--- config.mk ---
export PLATFORM = sky130hd
export DESIGN_NAME = ql_seg_alu
export DESIGN_NICKNAME = d
export VERILOG_FILES = /design/src/rtl/ql_seg_alu.sv
export SDC_FILE = /design/constraint.sdc
export NUM_CORES = 1
export LEC_CHECK = 0
export ABC_CLOCK_PERIOD_IN_PS = 7500
export BUFFER_PORTS_ARGS = -buffer_cell sky130_fd_sc_hd__buf_2
export CORE_ASPECT_RATIO = 1.4
export CORE_MARGIN = 2
export CORE_UTILIZATION = 59
export DETAILED_ROUTE_END_ITERATION = 12
export PLACE_DENSITY_LB_ADDON = 0.3
export SLEW_MARGIN = 30
export SYNTH_ARGS = -nofsm -noshare
export SYNTH_HDL_FRONTEND = slang
export SYNTH_SLANG_ARGS = --single-unit
--- constraint.sdc ---
create_clock -name CLK -period 7.5 [get_ports CLK]
set_clock_uncertainty 0.2 [all_clocks]
set_input_delay 1.5 -clock CLK [delete_from_list [all_inputs] [get_ports CLK]]
set_output_delay 1.5 -clock CLK [all_outputs]
set_load 0.01 [all_outputs]
--- src/rtl/ql_seg_alu.sv ---
// Segmented, pipelined add/subtract with registered inter-segment carry and valid/ready flow.
// Optional zero/less-than flags are enabled by defining QL_SEG_ALU_FLAGS_EN.
`timescale 1ns/1ps
module ql_seg_alu #(
  parameter int WIDTH     = 32,
  parameter int SEG_WIDTH = 8,
  parameter int A_SIGNED  = 0,
  parameter int B_SIGNED  = 0
) (
  input  logic             CLK,
  input  logic             SRST,
  input  logic             in_valid,
  output logic             in_ready,
  input  logic [WIDTH-1:0] in_a,
  input  logic [WIDTH-1:0] in_b,
  input  logic             in_ci,
  input  logic             in_bi,
  output logic             out_valid,
  input  logic             out_ready,
  output logic [WIDTH-1:0] out_y,
  output logic [WIDTH-1:0] out_x,
  output logic [WIDTH-1:0] out_co,
  output logic             out_ovf
`ifdef QL_SEG_ALU_FLAGS_EN
  ,
  output logic             out_zero,
  output logic             out_lt
`endif
);

  localparam int NSEG        = (WIDTH + SEG_WIDTH - 1) / SEG_WIDTH;
  localparam bit SIGNED_MODE = (A_SIGNED != 0) && (B_SIGNED != 0);

  logic [NSEG-1:0]            v_q, v_d;
  logic [NSEG-1:0][WIDTH-1:0] a_q, a_d, b_q, b_d, y_q, y_d, co_q, co_d;
  logic [WIDTH-1:0]           x_q, x_d;
  logic                       ovf_q, ovf_d;
`ifdef QL_SEG_ALU_FLAGS_EN
  logic                       zero_q, zero_d, lt_q, lt_d;
`endif
  logic                       adv;

  assign adv      = ~v_q[NSEG-1] | out_ready;
  assign in_ready = adv;

  // Per-stage segment evaluation: stage k resolves bits of segment k, lower bits pass through.
  always_comb begin
    logic             sv, c, cmsb;
    logic [WIDTH-1:0] sa, sb, sy, sco;
    int               km1, cidx, lo, hi;
    v_d    = v_q;
    a_d    = a_q;
    b_d    = b_q;
    y_d    = y_q;
    co_d   = co_q;
    x_d    = x_q;
    ovf_d  = ovf_q;
    sv     = 1'b0;
    c      = 1'b0;
    cmsb   = 1'b0;
    sa     = '0;
    sb     = '0;
    sy     = '0;
    sco    = '0;
    for (int k = 0; k < NSEG; k++) begin
      km1  = (k == 0) ? 0 : k - 1;
      cidx = (k == 0) ? 0 : k * SEG_WIDTH - 1;
      if (k == 0) begin
        sv  = in_valid;
        sa  = in_a;
        sb  = in_bi ? ~in_b : in_b;
        sy  = '0;
        sco = '0;
        c   = in_ci;
      end else begin
        sv  = v_q[km1];
        sa  = a_q[km1];
        sb  = b_q[km1];
        sy  = y_q[km1];
        sco = co_q[km1];
        c   = co_q[km1][cidx];
      end
      cmsb = c;
      lo   = k * SEG_WIDTH;
      hi   = ((k + 1) * SEG_WIDTH < WIDTH) ? (k + 1) * SEG_WIDTH : WIDTH;
      for (int i = lo; i < hi; i++) begin
        cmsb   = (i == WIDTH - 1) ? c : cmsb;
        sy[i]  = sa[i] ^ sb[i] ^ c;
        c      = (sa[i] & sb[i]) | (c & (sa[i] ^ sb[i]));
        sco[i] = c;
      end
      v_d[k]  = adv ? sv : v_q[k];
      a_d[k]  = (adv && sv) ? sa  : a_q[k];
      b_d[k]  = (adv && sv) ? sb  : b_q[k];
      y_d[k]  = (adv && sv) ? sy  : y_q[k];
      co_d[k] = (adv && sv) ? sco : co_q[k];
    end
    // sa/sb/sy/sco/cmsb now hold the last stage's view of the beat.
    x_d   = (adv && sv) ? (sa ^ sb) : x_q;
    ovf_d = (adv && sv) ? (SIGNED_MODE ? (sco[WIDTH-1] ^ cmsb) : sco[WIDTH-1]) : ovf_q;
`ifdef QL_SEG_ALU_FLAGS_EN
    zero_d = (adv && sv) ? (sy == '0) : zero_q;
    lt_d   = (adv && sv) ? (SIGNED_MODE ? (sy[WIDTH-1] ^ sco[WIDTH-1] ^ cmsb) : ~sco[WIDTH-1])
                         : lt_q;
`endif
  end

  // Pipeline state registers with synchronous clear.
  always_ff @(posedge CLK) begin
    if (SRST) begin
      v_q    <= '0;
      a_q    <= '0;
      b_q    <= '0;
      y_q    <= '0;
      co_q   <= '0;
      x_q    <= '0;
      ovf_q  <= 1'b0;
`ifdef QL_SEG_ALU_FLAGS_EN
      zero_q <= 1'b0;
      lt_q   <= 1'b0;
`endif
    end else begin
      v_q    <= v_d;
      a_q    <= a_d;
      b_q    <= b_d;
      y_q    <= y_d;
      co_q   <= co_d;
      x_q    <= x_d;
      ovf_q  <= ovf_d;
`ifdef QL_SEG_ALU_FLAGS_EN
      zero_q <= zero_d;
      lt_q   <= lt_d;
`endif
    end
  end

  assign out_valid = v_q[NSEG-1];
  assign out_y     = y_q[NSEG-1];
  assign out_co    = co_q[NSEG-1];
  assign out_x     = x_q;
  assign out_ovf   = ovf_q;
`ifdef QL_SEG_ALU_FLAGS_EN
  assign out_zero  = zero_q;
  assign out_lt    = lt_q;
`endif

endmodule

==> summary.md <==
| Metric | Value |
|---|---|
| Status | `completed` |
| Post-synth EDFFs | `0` |
| Global Route Usage Sum | `around 25%` |
| N_diodes | `0` |
| Clk root buf | `clkbuf_16` |
| Worst EP required | `between 7 and 8 ns` |
| Drt first pass iters | `5` |
| Worst setup SP type | `input port` |
| Vias in the first global route | `between 10000 and 15000` |
| Final wirelength | `between 30000 and 40000 um` |
| Die Ht | `approximately 200 um` |
| Worst path arrival time | `~5.7 ns` |
| CP delay by family, top | `adder cells` |
| Dpl cell area | `between 15000 and 20000 um2` |
| Post-CTS Setup Bufs | `0` |
| Pin count of the biggest net entering global routing | `about 180` |
| Core area | `27660 um2` |
| Max cap viols | `0` |
| Fin worst setup slack | `just over 2 ns` |
| Placed Cells | `between 2000 and 2500` |
| RR Startpoint | `a_q[8]` |
| DRC | `0` |
| First-pass GRT wire length | `between 60000 and 70000 um` |
| Reg2Reg Depth | `10` |
| Total number of vias | `about 12000` |
| Initial DRC count | `about 1100` |
| Net Sw Frac | `a little under a quarter` |
| Post-synthesis cell type count | `23` |
| Reg clk slew, reported paths | `0.06 ns` |
| Fraction of layout cells with a size suffix above 1 | `14.64%` |
| Power Dens Cells | `237.4 nW/um2` |
| Power Internal | `3.337 mW` |
| Leakage | `around 7 nW` |
| Buf/Inv on CP | `2` |
| NumNets Final | `1800` |
| CTS tree | `done` |
| Sequential area share after synthesis | `a little under half` |
| Seq pwr share | `approximately 50%` |
| RSZ-0062 raised after global routing | `false` |
| Die ar. | `just under 30000 um2` |
| Main area contributors after synthesis | `dfxtp_1, nand2b_1, mux2i_1, nand4b_1, o21ai_0` |
| Global-route congestion overflow total | `0` |
| Post-Syn Area per Cell | `between 9 and 10 um2` |
| Crit path top cell by count | `fa_1` |
| Slew at the pin closest to its max-slew limit | `between 0.9 and 1 ns` |
| Ys flop type | `dfxtp_1` |
| Clock sink count | `388` |
| FF-to-FF End | `y_q[47]` |
| P&R area growth vs syn | `9.204%` |
| Cell taking the most area after synthesis | `dfxtp_1` |
| Crit-path max cell delay | `around 0.48 ns` |
| Crit share post-route | `72.85%` |
| Post-Syn Area | `between 15000 and 20000 um2` |
| Clock buffers created by TritonCTS | `37` |
| R2R Setup Slk | `between 3 and 4 ns` |
| Final hold violations | `0` |
| Wire per inst | `between 15 and 20 um` |
| Crit-path max FO | `31` |
| Global placement routability congestion | `between 0.8 and 0.9` |
| Final setup violation count | `0` |
| Vias/cell | `5.740` |
| Hold Buf Count CTS | `0` |
| Die W | `around 150 um` |
| Critical path depth | `11` |
| Post-synth ARST share | `0%` |
| Cells after Synth | `approximately 1700` |
| Total I/O pin count | `about 170` |
| Yosys Warn Count | `0` |
| Post-synthesis register bit count | `388` |
| Initial Util | `60.17%` |
| Final Max Slew Viols | `0` |
| Setup WS pre-CTS | `around 1.5 ns` |
| Sum Neg Setup Slack | `0 ns` |
| Critical path type | `input port to flop` |
| Clk pwr share | `between 40% and 50%` |
| Worst-case clock buffer depth | `3` |
| Final worst path period need | `~5.5 ns` |
| Post-cts sizing count | `0` |
| H-tree depth | `2` |
| Beginning of the critical path | `in_bi` |
| Detailed Place HPWL | `roughly 24000 um` |
| Routed Antenna Nets | `0` |
| CP endpoint kind | `flop` |
| Post-synth top area share | `46.68%` |
| Most frequent cell after synthesis | `dfxtp_1` |
| Net Sw Power | `0.9764 mW` |
| HP Class | `flop to flop` |
| Layout Utilization | `approximately two thirds` |
| F_max | `~180 MHz` |
| Port bufs | `168` |
| Cell Rows | `a little over 70` |
| Logic pwr share | `roughly 7%` |
| Latest clock arrival within the worst-skew pair | `0.53 ns` |
| Max IR drop VDD | `0.0001641 V` |
| Initial antenna violation count | `0` |
| Synth top cells by count | `dfxtp_1, nand2b_1, o21ai_0, a21oi_1, mux2i_1` |
| Non-filler cells, final | `about 2100` |
| Worst path slowest cell | `buf_4` |
| Post-synthesis net count | `1805` |
| Worst-path cell chain | `buf_2 > buf_4 > xnor2_1 > fa_1 > fa_1 > fa_1 > fa_1 > fa_1 > fa_1 > fa_1 > a211oi_1` |
| Final instance area | `~18000 um2` |
| Worst slew margin | `36.27%` |
| Crit path to | `y_q[7]` |
-- cell usage in the layout (no fill, tap or decap) --
master     count
nand2_2        2
mux2i_1      128
clkbuf_16     39
xnor2_1       56
and2_2         1
nor2b_4        1
a21oi_1      148
clkinv_2       6
bufinv_16      2
clkbuf_1       8
nand4b_1     112
clkbuf_8       7
inv_8          1
buf_4         14
buf_8          1
nand3_1       68
o21ai_0      180
buf_6          1
inv_1         18
fa_1          32
nor2_4         1
clkinv_4       1
ha_1           8
buf_2        167
and2_4         2
inv_6          1
dfxtp_4        1
buf_16         2
nand2b_1     240
nand2_1        4
dfxtp_2        1
dfxtp_1      386
a211oi_1      76
-- flip-flops by register name, summed over array words and instances, names as in the netlist --
| name | flops |
|---|---|
| b_q | 96 |
| out_x | 32 |
| co_q | 48 |
| v_q | 4 |
| y_q | 48 |
| a_q | 96 |
| out_y | 32 |
| out_co | 32 |
-- cells by family after synthesis --
group / after synthesis / synth area share (%)
AOI/OAI and AO/OA: 404 / 13.29
xor gates and xnor gates: 56 / 2.948
adders and majority gates: 40 / 4.451
buffers and inverters: 248 / 7.610
DFF: 388 / 46.68
muxes: 128 / 7.700
and+or+nand+nor: 431 / 17.32
-- how the worst min path moves through the flow --
| stage | to | slack, ns | depth (start not counted) | start |
|---|---|---|---|---|
| final | a_q[53] | 0.27 | 2 | a_q[21] |
| after global routing | y_q[66] | 0.29 | 2 | y_q[66] |
| after CTS | out_y[25] | 0.27 | 2 | out_y[25] |
| after detailed placement | y_q[70] | 0.26 | 2 | y_q[70] |
| after global placement | out_y[25] | 0.26 | 2 | out_y[25] |
| after floorplan | out_y[23] | 0.24 | 2 | y_q[87] |
-- power groups by stage --
stage | sequential, mW | clock, mW | combinational, mW
after floorplan | 2.19 | 0 | 0.219
after global placement | 2.20 | 0 | 0.289
after detailed placement | 2.20 | 0 | 0.297
after CTS | 2.15 | 1.89 | 0.299
after global routing | 2.16 | 1.97 | 0.328
final | 2.16 | 1.86 | 0.300
-- worst min-delay path: cells and delay by family (launching register included) --
| kind | cells | cell delay (ns) |
|---|---|---|
| muxes | 1 | 0.07 |
| and+or+nand+nor | 1 | 0.07 |
| DFF | 1 | 0.30 |
-- stage by stage --
stage | power (mW) | hold WS, ns
after detailed placement | 2.498 | 0.2634
after global placement | 2.488 | 0.2598
final | 4.313 | 0.2655
after floorplan | 2.411 | 0.2442
after CTS | 4.345 | 0.2733
after global routing | 4.462 | 0.2863
-- cell type report --
cell class | instances | area (um2)
clock inverters | 10 | 107.6
fillers | 2251 | 9485
flip-flops and latches | 388 | 7772
inverters | 19 | 78.83
multi-input cells | 1059 | 7625
well taps | 370 | 462.9
repair buffers | 185 | 1022
clock buffers | 54 | 1102
-- layer usage --
| layer | track usage [%] | vias up | share of wire [%] |
|---|---|---|---|
| met4 | 6.898 | 0 | 2.4 |
| met5 | 0 | - | 0 |
| met1 | 34.40 | 5740 | 45 |
| li1 | - | 5835 | - |
| met3 | 3.753 | 57 | 5.4 |
| met2 | 39.94 | 336 | 47 |
Note: power is estimated with default switching activity, not from simulation.
